$ cat src/rtl/mult_pkg.sv
// Shared types and defaults for the shared-multiplier arbiter.
package mult_pkg;
  typedef enum logic [1:0] {IDLE, LAUNCH, WAIT, DONE} arb_state_t;
  typedef logic ch_id_t;
  localparam int TIMEOUT_DEFAULT = 64;
endpackage

$ cat src/rtl/rr_arb2.sv
// Two-way round-robin picker: grants the lone requester, or the pointer's channel on contention.
module rr_arb2 (
  input  logic [1:0] i_req,
  input  logic       i_ptr,
  input  logic       i_en,
  output logic [1:0] o_gnt,
  output logic       o_ptr_next
);
  always_comb begin
    o_gnt      = 2'b00;
    o_ptr_next = i_ptr;
    if (i_en) begin
      case (i_req)
        2'b01:   o_gnt = 2'b01;
        2'b10:   o_gnt = 2'b10;
        2'b11:   o_gnt = i_ptr ? 2'b10 : 2'b01;
        default: o_gnt = 2'b00;
      endcase
      // After any grant the other channel gets priority next time.
      if (o_gnt != 2'b00) o_ptr_next = ~o_gnt[1];
    end
  end
endmodule

$ cat src/rtl/mult_share_arbiter.sv
// Shares one sequential multiplier between two channels: round-robin grant,
// launch, bounded wait for END, then per-channel valid/ready result return.
module mult_share_arbiter
  import mult_pkg::*;
#(
  parameter int tamano      = 8,
  parameter int TIMEOUT_CYC = TIMEOUT_DEFAULT
) (
  input  logic                  CLOCK,
  input  logic                  RESET,
  input  logic                  REQ0,
  input  logic                  REQ1,
  input  logic [tamano-1:0]     A0,
  input  logic [tamano-1:0]     A1,
  input  logic [tamano-1:0]     B0,
  input  logic [tamano-1:0]     B1,
  output logic                  GNT0,
  output logic                  GNT1,
  output logic                  VALID0,
  output logic                  VALID1,
  output logic [2*tamano-1:0]   S0,
  output logic [2*tamano-1:0]   S1,
  input  logic                  READY0,
  input  logic                  READY1,
  output logic                  ERR,
  output logic                  MULT_START,
  output logic [tamano-1:0]     MULT_A,
  output logic [tamano-1:0]     MULT_B,
  input  logic [2*tamano-1:0]   MULT_S,
  input  logic                  MULT_END,
  output logic                  BUSY
);
  localparam int CW = $clog2(TIMEOUT_CYC + 1);
  localparam logic [CW-1:0] CNT_LAST = CW'(TIMEOUT_CYC - 1);
  localparam logic [CW-1:0] CNT_MAX  = CW'(TIMEOUT_CYC);

  arb_state_t          r_state, w_state_next;
  ch_id_t              r_owner;
  logic                r_ptr, w_ptr_next, w_arb_en;
  logic [1:0]          w_arb_gnt;
  logic [CW-1:0]       r_cnt;
  logic [tamano-1:0]   r_a, r_b;
  logic [2*tamano-1:0] r_s0, r_s1;
  logic                r_err;
  logic                w_timeout, w_ready_own;

  // Gate with RESET so no grant is shown for a cycle that will be discarded.
  assign w_arb_en    = (r_state == IDLE) && !RESET;
  assign w_timeout   = (r_cnt >= CNT_LAST);
  assign w_ready_own = r_owner ? READY1 : READY0;

  rr_arb2 u_arb (
    .i_req      ({REQ1, REQ0}),
    .i_ptr      (r_ptr),
    .i_en       (w_arb_en),
    .o_gnt      (w_arb_gnt),
    .o_ptr_next (w_ptr_next)
  );

  always_ff @(posedge CLOCK) begin
    if (RESET) r_state <= IDLE;
    else       r_state <= w_state_next;
  end

  always_comb begin
    w_state_next = r_state;
    MULT_START   = 1'b0;
    VALID0       = 1'b0;
    VALID1       = 1'b0;
    BUSY         = (r_state != IDLE);
    case (r_state)
      IDLE:   if (w_arb_gnt != 2'b00) w_state_next = LAUNCH;
      LAUNCH: begin
        MULT_START   = 1'b1;
        w_state_next = WAIT;
      end
      WAIT:   if (MULT_END || w_timeout) w_state_next = DONE;
      DONE: begin
        VALID0 = !r_owner;
        VALID1 = r_owner;
        if (w_ready_own) w_state_next = IDLE;
      end
      default: w_state_next = IDLE;
    endcase
  end

  always_ff @(posedge CLOCK) begin
    if (RESET) begin
      r_owner <= 1'b0;
      r_ptr   <= 1'b0;
      r_cnt   <= '0;
      r_a     <= '0;
      r_b     <= '0;
      r_s0    <= '0;
      r_s1    <= '0;
      r_err   <= 1'b0;
    end else begin
      case (r_state)
        IDLE: if (w_arb_gnt != 2'b00) begin
          r_owner <= w_arb_gnt[1];
          r_ptr   <= w_ptr_next;
          r_a     <= w_arb_gnt[1] ? A1 : A0;
          r_b     <= w_arb_gnt[1] ? B1 : B0;
        end
        LAUNCH: r_cnt <= '0;
        WAIT: begin
          if (r_cnt != CNT_MAX) r_cnt <= r_cnt + 1'b1;
          if (MULT_END) begin
            if (r_owner) r_s1 <= MULT_S;
            else         r_s0 <= MULT_S;
          end else if (w_timeout) begin
            if (r_owner) r_s1 <= '0;
            else         r_s0 <= '0;
            r_err <= 1'b1;
          end
        end
        DONE: if (w_ready_own) r_err <= 1'b0;
        default: ;
      endcase
    end
  end

  assign GNT0   = w_arb_gnt[0];
  assign GNT1   = w_arb_gnt[1];
  assign S0     = r_s0;
  assign S1     = r_s1;
  assign ERR    = r_err;
  assign MULT_A = r_a;
  assign MULT_B = r_b;
endmodule

$ cat config.mk
export PLATFORM = sky130hd
export DESIGN_NAME = mult_share_arbiter
export DESIGN_NICKNAME = d
export VERILOG_FILES = /design/src/rtl/mult_pkg.sv /design/src/rtl/rr_arb2.sv /design/src/rtl/mult_share_arbiter.sv
export SDC_FILE = /design/constraint.sdc
export NUM_CORES = 1
export LEC_CHECK = 0
export BUFFER_PORTS_ARGS = -buffer_cell sky130_fd_sc_hd__buf_2
export CAP_MARGIN = 20
export CORE_MARGIN = 2
export CORE_UTILIZATION = 52
export DETAILED_ROUTE_END_ITERATION = 8
export PLACE_DENSITY = 0.85
export SKIP_CTS_REPAIR_TIMING = 1
export SLEW_MARGIN = 20
export SYNTH_ARGS = -nofsm -noshare
export SYNTH_HDL_FRONTEND = slang
export SYNTH_SLANG_ARGS = --single-unit
$ cat constraint.sdc
create_clock -name CLOCK -period 3.85 [get_ports CLOCK]
set_input_delay 0.5775 -clock CLOCK [delete_from_list [all_inputs] [get_ports CLOCK]]
set_output_delay 0.5775 -clock CLOCK [all_outputs]
set_load 0.02 [all_outputs]
# Yosys cells after proc, flatten, opt, wreduce, memory -nomap -nowiden
# Index checks and enable logic that the tools add are counted.
# W data, S select, Z words.
dict set report word_totals {
  register_bits 60
  inputBits 55
  out_inout_bits 55
  elab_cells 72
}
dict set report op_classes {
  add_sub_neg 1
  magnitude_cmp 1
  n_eq_ne 13
  mux 28
  bitwise 2
  n_reduce_logical 18
}
# operator n
set ops {}
lappend ops {{$mux W16} 8}
lappend ops {{$mux W8} 2}
lappend ops {{$pmux W7 S2} 1}
lappend ops {{$mux W2} 6}
lappend ops {{$reduce_bool A2 Y1} 6}
lappend ops {{$ne A2 B2 Y1 const B} 5}
lappend ops {{$reduce_and A3 Y1} 3}
lappend ops {{$eq A2 B2 Y1 const B} 4}
lappend ops {{$pmux W2 S4} 1}
lappend ops {{$reduce_and A4 Y1} 2}
lappend ops {{$add A7 B1 Y7 const B} 1}
lappend ops {{$ge A7 B6 Y1 const B} 1}
lappend ops {{$mux W1} 7}
lappend ops {{$mux W7} 1}
lappend ops {{$ne A7 B7 Y1 const B} 1}
lappend ops {{$pmux W2 S3} 1}
lappend ops {{$eq A2 B1 Y1 const B} 2}
lappend ops {{$reduce_and A2 Y1} 2}
lappend ops {{$logic_not A1 Y1} 2}
lappend ops {{$logic_not A2 Y1} 1}
lappend ops {{$ne A2 B1 Y1 const B} 1}
lappend ops {{$not A1 Y1} 2}
lappend ops {{$pmux W1 S2} 1}
lappend ops {{$logic_and A1 B1 Y1} 1}
lappend ops {{$logic_or A1 B1 Y1} 1}

# Longest topological paths before layout
# Gate-level depths: netlist (run 1).
dict set report logic_depth {
  depth_word 7
  depth_mapped 8
  mapped_depth_nobuf 6
}

# Modules after synthesis
# From an unflattened synthesis (run 1), not the netlist that was laid out.
dict set report hier_totals {
  cells_unflattened 316
  hier_area_um2 2747.6
}
# mod n_inst cells_each area_each_um2 seq_area_each_um2
set modules_own_cells {}
lappend modules_own_cells {mult_share_arbiter 1 309 2711.4 1201.2}
lappend modules_own_cells {rr_arb2 1 7 36.3 0.0}

# Worst setup path before layout (run 1)
# No wires, ideal clock.
dict set report synth_path {
  path_kind {register to output}
  startpoint {register r_state[0]}
  endpoint {output port GNT0}
  arrival_ns 1.627
  path_slack_ns 1.646
  path_stages_with_launch 8
  n_path_buf 2
  cell_sequence {dfxtp_1 -> inv_1 -> ha_1 -> inv_1 -> or2_4 -> buf_8 -> buf_12 -> a21oi_1}
}
dict set report synth_between {
  elab_chain_len 3
}
# element line
set synth_lines {}
lappend synth_lines {{start, declared} mult_share_arbiter.sv:37} ;# arb_state_t r_state, w_state_next;
lappend synth_lines {{start signal, assigned} mult_share_arbiter.sv:62} ;# else r_state <= w_state_next;
lappend synth_lines {{$logic_not A2 Y1} mult_share_arbiter.sv:48} ;# assign w_arb_en = (r_state == IDLE) && !RESET;
lappend synth_lines {{$logic_and A1 B1 Y1} mult_share_arbiter.sv:48}
lappend synth_lines {{$mux W2} rr_arb2.sv:12} ;# if (i_en) begin
lappend synth_lines {{end, declared} mult_share_arbiter.sv:17} ;# output logic GNT0,
# No other way between the ends.

# Worst setup path in the final report (run 1)
dict set report layout_path {
  startpoint {register r_state[0]}
  endpoint {output port GNT1}
}
dict set report layout_between {
  elab_chain_len 3
}
# element line
set layout_lines {}
lappend layout_lines {{$logic_not A2 Y1} mult_share_arbiter.sv:48}
lappend layout_lines {{$logic_and A1 B1 Y1} mult_share_arbiter.sv:48}
lappend layout_lines {{$mux W2} rr_arb2.sv:12}
lappend layout_lines {{end, declared} mult_share_arbiter.sv:18} ;# output logic GNT1,
# No other way between the ends.

==> metrics.cfg, run 1 <==
[cts]
root_buffer=clkbuf_8
cts.clk_slew.worst_paths_ns=0.08
cts.sinks=60
clk_latency_ns=0.33
tritoncts=done
cts_made_buffers=9
cts_buffer_depth=2
h-tree-depth=3

[synth]
synth_top_flop_cell=dfxtp_1
synth_cell_types=42
yosys-top-cells-area=dfxtp_1, a21oi_1, mux2i_1
yosysSeqAreaShare_pct=43.7
synth_warnings=0
yosysMostFrequentCell=dfxtp_1
synth_area_per_cell_um2=8.76
syn-cell-area_um2=2750
syn_nets=376
synth_edf_count=0
synthCells=314
ys_seq_elements=60
synth_top_area_share_pct=43.7
ys_top_cells_by_count=dfxtp_1, a21oi_1, nand3_1
synth_top_area_cell=dfxtp_1
async_flop_share_pct=0

[sta]
clock_skew_ns=0.0106
rsz0062_at_grt=false
tightest_slew_ns=0.682
final.period_utilization_pct=66.6
maxSlewViolCount=0
slew_headroom_pct=54.5
setup_tns_ns=0
hold_viol=0
setup_viol=0
period_needed_ns=2.56
fmax_mhz=390

[power]
pwr-share-comb_pct=27.8
p_leak_uw=0.00157
ir_drop_mv=0.350
p_int_uw=1290
totalPowerFinal_uw=1930
switchingPower_uw=644
switching_share_pct=33.3
power_frac_seq_pct=39.3
power_density_nw_per_um2=556
clkPwrFrac_pct=32.9

[finish]
syn_to_final_growth_pct=26.2
fin_nets=471
fill_cells=395
antenna_cells=0
final_util_pct=68.0
drive_gt1_share_pct=34.3

[route]
wire_per_inst_um=13.8
vias=2649
vias_per_cell=5.47
drc_errors=0
drt_pre_antenna_iters=4
drt_iter0_markers=207
postRouteAntennaNets=0
drt_wl_total_um=6680

[floorplanning]
rows=26
die_h_um=76.7
core_area_um2=5110
start_util_pct=53.8
die_area_um2=5890
io_pins=110
die-width_um=76.7

[placement]
hpwl_um=4580
gp_congestion=0.817
io_buffer_count=109

[critical_path]
critPathMaxFanout=33
crit_path_start=r_state[0]
crit_type=reg2out
cp.required_ns=3.27
end_kind=output pin
r2r_start=r_state[0]
critical_path_arrival_ns=1.99
critPathLaunchType=register

[global_routing]
antenna_found_initial=0
grt_pass1_vias=2376
grt_pass1_wl_um=10800
track_usage_pct=22.6
grt-ovfl-total=0
grt_max_degree=35

[worst_hold_path]
hold_path.class=reg2reg
hp-start=S0[11]

[status]
outcome=complete, no violations

[job]
max_cap_violations=0

==> metal layers <==
metal	global-route usage, %	vias up	part of all wire, %
met5	0	-	0
met4	11.5	0	2.4
met3	5.41	15	6.7
met2	36.9	114	48
met1	27.6	1207	43
li1	-	1313	-
==> area by class of cell <==
| type | instances | area, um2 | share of cell area [%] |
|---|---|---|---|
| Tap cell | 70 | 87.6 | 2.52 |
| Multi-Input combinational cell | 216 | 1360 | 39.1 |
| Clock buffer | 10 | 138 | 3.97 |
| Timing Repair Buffer | 111 | 561 | 16.1 |
| Clock inverter | 6 | 86.3 | 2.49 |
| Inverter | 11 | 41.3 | 1.19 |
| Sequential cell | 60 | 1200 | 34.6 |
==> power by group through the flow <==
stage                     clock network [uW]  registers, uW  logic (uW)
after floorplan                            0            835         331
after global placement                     0            766         521
after detailed placement                   0            767         535
after CTS                                644            757         538
after global routing                     672            767         584
final                                    635            759         537
==> final timing paths <==
kind         slack, ns  cells after the start  endpoint
min               0.48                      2    S0[11]
max reg2reg       1.88                      5     S0[0]
max               1.29                      7      GNT1
min reg2reg       0.48                      2    S0[11]
==> kinds of logic (layout without fill, tap and decap cells) <==
| logic type | Yosys count | after routing | share of synthesized area [%] |
|---|---|---|---|
| multiplexers | 19 | 19 | 6.96 |
| AO/OA/AOI/OAI | 106 | 106 | 24.0 |
| buffers and inverters | 38 | 138 | 7.05 |
| XOR/XNOR | 3 | 3 | 0.956 |
| AND/OR/NAND/NOR | 81 | 81 | 14.1 |
| adder cells (fa/ha/maj) | 7 | 7 | 3.18 |
| flip-flops | 60 | 60 | 43.7 |
==> stage by stage <==
step | setup slack, ns | hold slack [ns] | cell area, um2 | cells
floorplan | 1.65 | 0.466 | 2750 | 314
global placement | 1.44 | 0.464 | 3250 | 468
detailed placement | 1.37 | 0.469 | 3250 | 468
CTS | 1.29 | 0.478 | 3470 | 484
global route | 1.20 | 0.507 | 3470 | 484
finish | 1.29 | 0.478 | 3470 | 484
==> flip-flops by register name (all words and copies together), names as in the netlist <==
register  count
S1           16
MULT_B        8
S0           16
r_owner       1
r_cnt         7
r_state       2
r_ptr         1
ERR           1
MULT_A        8
==> critical path, stage by stage, from the launching register on <==
cell and delay (ns):
dfxtp_1 0.35, inv_1 0.11, ha_1 0.27, nand2_1 0.10, or3_1 0.32, buf_4 0.26, inv_2 0.10, buf_2 0.16
==> cell usage in the layout, fill, tap and decap left out, types with 7 or more instances in the layout <==
master,count
dfxtp_1,60
mux2i_1,18
a211oi_2,8
buf_2,109
nand2_1,9
clkbuf_8,10
a211oi_1,12
nor2_1,24
a21oi_1,39
nand3_1,35
o21ai_1,32
ha_1,7
inv_1,9
(Power assumes the default switching activity.)
==> run 2: changes to the inputs <==
--- a/config.mk
+++ b/config.mk
@@ -5,12 +5,13 @@
 export SDC_FILE = /design/constraint.sdc
 export NUM_CORES = 1
 export LEC_CHECK = 0
+export ABC_AREA = 1
 export BUFFER_PORTS_ARGS = -buffer_cell sky130_fd_sc_hd__buf_2
 export CAP_MARGIN = 20
 export CORE_MARGIN = 2
-export CORE_UTILIZATION = 52
+export CORE_UTILIZATION = 49
 export DETAILED_ROUTE_END_ITERATION = 8
-export PLACE_DENSITY = 0.85
+export PLACE_DENSITY = 0.79
 export SKIP_CTS_REPAIR_TIMING = 1
 export SLEW_MARGIN = 20
 export SYNTH_ARGS = -nofsm -noshare
==> constraint.sdc (replaced) <==
create_clock -name CLOCK -period 2.44 [get_ports CLOCK]
set_input_delay 0.366 -clock CLOCK [delete_from_list [all_inputs] [get_ports CLOCK]]
set_output_delay 0.366 -clock CLOCK [all_outputs]
set_load 0.02 [all_outputs]
==> run 2 against run 1 <==
Compared with the run above:
- cell area grew 7.9%
- clock power grew 22%
- synthesized cell count is 46% higher
- flip-flop and latch count unchanged
- routed wire length is 9.6% higher
- critical path depth did not move
- combinational power rose by 130%
- area after synthesis up 9.0%
- critical path type unchanged
- global-route usage fell by 0.13 points
- hold slack lost 0.19 ns
==> metrics.cfg, run 2 <==
[global_routing]
track_usage_pct=22.4  ; -0.13 points
grt_pass1_wl_um=11700  ; +8.4%
antenna_found_initial=0  ; unchanged
grt-ovfl-total=0  ; unchanged
grt_pass1_vias=2751  ; +16%
grt_max_degree=45  ; +29%

[sta]
tightest_slew_ns=0.793  ; +0.110 ns
clock_skew_ns=0.00686  ; -0.00374 ns
fmax_mhz=444
final.period_utilization_pct=92.2
maxSlewViolCount=0  ; unchanged
period_needed_ns=2.25
hold_ws_ns=0.286  ; -0.193 ns
setup_viol=0  ; unchanged
hold_viol=0  ; unchanged
rsz0062_at_grt=false
setup_tns_ns=0  ; unchanged
slew_headroom_pct=47.1  ; -7.4 points

[synth]
syn-cell-area_um2=3000  ; +9.0%
synth_top_flop_cell=dfxtp_1
synth_top_area_share_pct=40.1  ; -3.6 points
yosysMostFrequentCell=nand2_1
yosysSeqAreaShare_pct=40.1  ; -3.6 points
synth_warnings=0  ; unchanged
async_flop_share_pct=0  ; unchanged
syn_nets=519  ; +38%
yosys-top-cells-area=dfxtp_1, nand2_1, inv_1
ys_top_cells_by_count=nand2_1, inv_1, dfxtp_1
ys_seq_elements=60  ; unchanged
synth_area_per_cell_um2=6.56  ; -25%
synthCells=457  ; +46%
synth_edf_count=0  ; unchanged
synth_top_area_cell=dfxtp_1
synth_cell_types=24  ; -43%

[finish]
antenna_cells=0  ; unchanged
syn_to_final_growth_pct=25.0
mostFrequentLayoutCell=nand2_1
fin_cells=638  ; +32%
final_util_pct=63.3  ; -4.7 points
final_cell_mix=nand2_1, buf_2, inv_1
drive_gt1_share_pct=24.5  ; -9.8 points
fin_nets=621  ; +32%

[worst_hold_path]
hold_path.class=in2reg

[critical_path]
crit_type=reg2out
end_kind=output pin
cp.required_ns=2.07  ; -1.20 ns
critPathLaunchType=register
critical_path_arrival_ns=1.88  ; -0.11 ns
critPathMaxFanout=19  ; -42%

[job]
max_cap_violations=0  ; unchanged

[floorplanning]
die_area_um2=6760  ; +15%
io_pins=110  ; unchanged
core_area_um2=5920  ; +16%
start_util_pct=50.6  ; -3.2 points
die_h_um=82.2  ; +7.1%
rows=28  ; +7.7%
die-width_um=82.2  ; +7.1%

[cts]
cts_buffer_depth=2  ; unchanged
tritoncts=done
cts_made_buffers=9  ; unchanged
cts.sinks=60  ; unchanged
h-tree-depth=3  ; unchanged
cts.clk_slew.worst_paths_ns=0.06  ; -0.02 ns
root_buffer=clkbuf_8
clk_latency_ns=0.34  ; about the same

[route]
drc_errors=0  ; unchanged
vias=3143  ; +19%
drt_pre_antenna_iters=4  ; unchanged
vias_per_cell=4.93  ; -10%
drt_iter0_markers=182  ; -12%
drt_wl_total_um=7320  ; +9.6%
postRouteAntennaNets=0  ; unchanged
wire_per_inst_um=11.5  ; -17%

[power]
power_density_nw_per_um2=867  ; +56%
ir_drop_mv=0.548  ; +57%
p_int_uw=1960  ; +52%
clkPwrFrac_pct=23.9  ; -9.0 points
pwr-share-comb_pct=38.4  ; +11 points
switchingPower_uw=1290  ; +100%
power_frac_seq_pct=37.7  ; -1.6 points
switching_share_pct=39.6  ; +6.2 points
p_leak_uw=0.00198  ; +26%
totalPowerFinal_uw=3250  ; +68%

[placement]
io_buffer_count=109  ; unchanged
hpwl_um=5250  ; +15%
gp_congestion=0.850  ; +4.0%
dp_cells=623  ; +33%

[status]
outcome=complete, no violations

run 2: changes by cell type after synthesis, moves of 23 or more:
cell,change
nand2_1,+120
inv_1,+70
o21ai_1,-32
nor2_1,+29
a21oi_1,-27
nand4_1,+26
nand3_1,-23
run 2: worst paths after layout:
path | startpoint | endpoint | slack, ns | depth (start not counted)
worst min-delay path | A0[4] | MULT_A[4] | 0.29 | 3
worst min register to register | MULT_B[0] | MULT_B[0] | 0.49 | 2
worst max register to register | r_state[0] | r_state[1] | 0.61 | 9
worst max-delay path | r_state[0] | GNT0 | 0.19 | 7
run 2: power groups by stage:
| stage | Combinational (uW) | Clock (uW) | Sequential (uW) |
|---|---|---|---|
| floorplan | 738 | 0 | 1380 |
| global placement | 1200 | 0 | 1240 |
| detailed placement | 1250 | 0 | 1240 |
| CTS | 1250 | 794 | 1220 |
| global route | 1410 | 837 | 1240 |
| finish | 1250 | 776 | 1230 |
run 2: cell type report:
| class | count | area, um2 |
|---|---|---|
| inverters | 82 | 308 |
| fillers | 548 | 2170 |
| repair buffers | 116 | 598 |
| well taps | 75 | 93.8 |
| clock inverters | 2 | 10.0 |
| flip-flops and latches | 60 | 1200 |
| multi-input cells | 290 | 1380 |
| clock buffers | 13 | 159 |
run 2: critical path, stage by stage, from the launching register on:
cell and delay [ns]:
dfxtp_1 0.34, inv_1 0.12, ha_1 0.19, inv_1 0.06, nor2_1 0.14, o21ai_2 0.26
a21oi_1 0.24, buf_2 0.19
run 2: per-stage QoR:
step	area (um2)	setup WS, ns
2_1_floorplan	3000	0.593
3_3_place_gp	3580	0.640
3_5_place_dp	3580	0.549
4_1_cts	3750	0.177
5_1_grt	3750	0.0258
6_report	3750	0.189
run 2: per-layer routing:
metal  share of wire (%)  wire (um)  global-route usage [%]  up-vias
met4                 1.5        108                    10.0        0
li1                    -          -                       -     1629
met5                   0          0                       0        -
met3                 6.9        508                    4.35        9
met2                  48       3480                    39.9      132
met1                  44       3220                    25.9     1373
run 2: kinds of logic (layout without fill, tap and decap cells):
family	count (synthesis)	after routing	share of synthesized area, %
and+or+nand+nor	229	229	32.9
buffers and inverters	107	213	14.0
DFF	60	60	40.1
AOI/OAI and AO/OA	53	53	9.81
adders and majority gates	7	7	2.92
xor gates and xnor gates	1	1	0.292
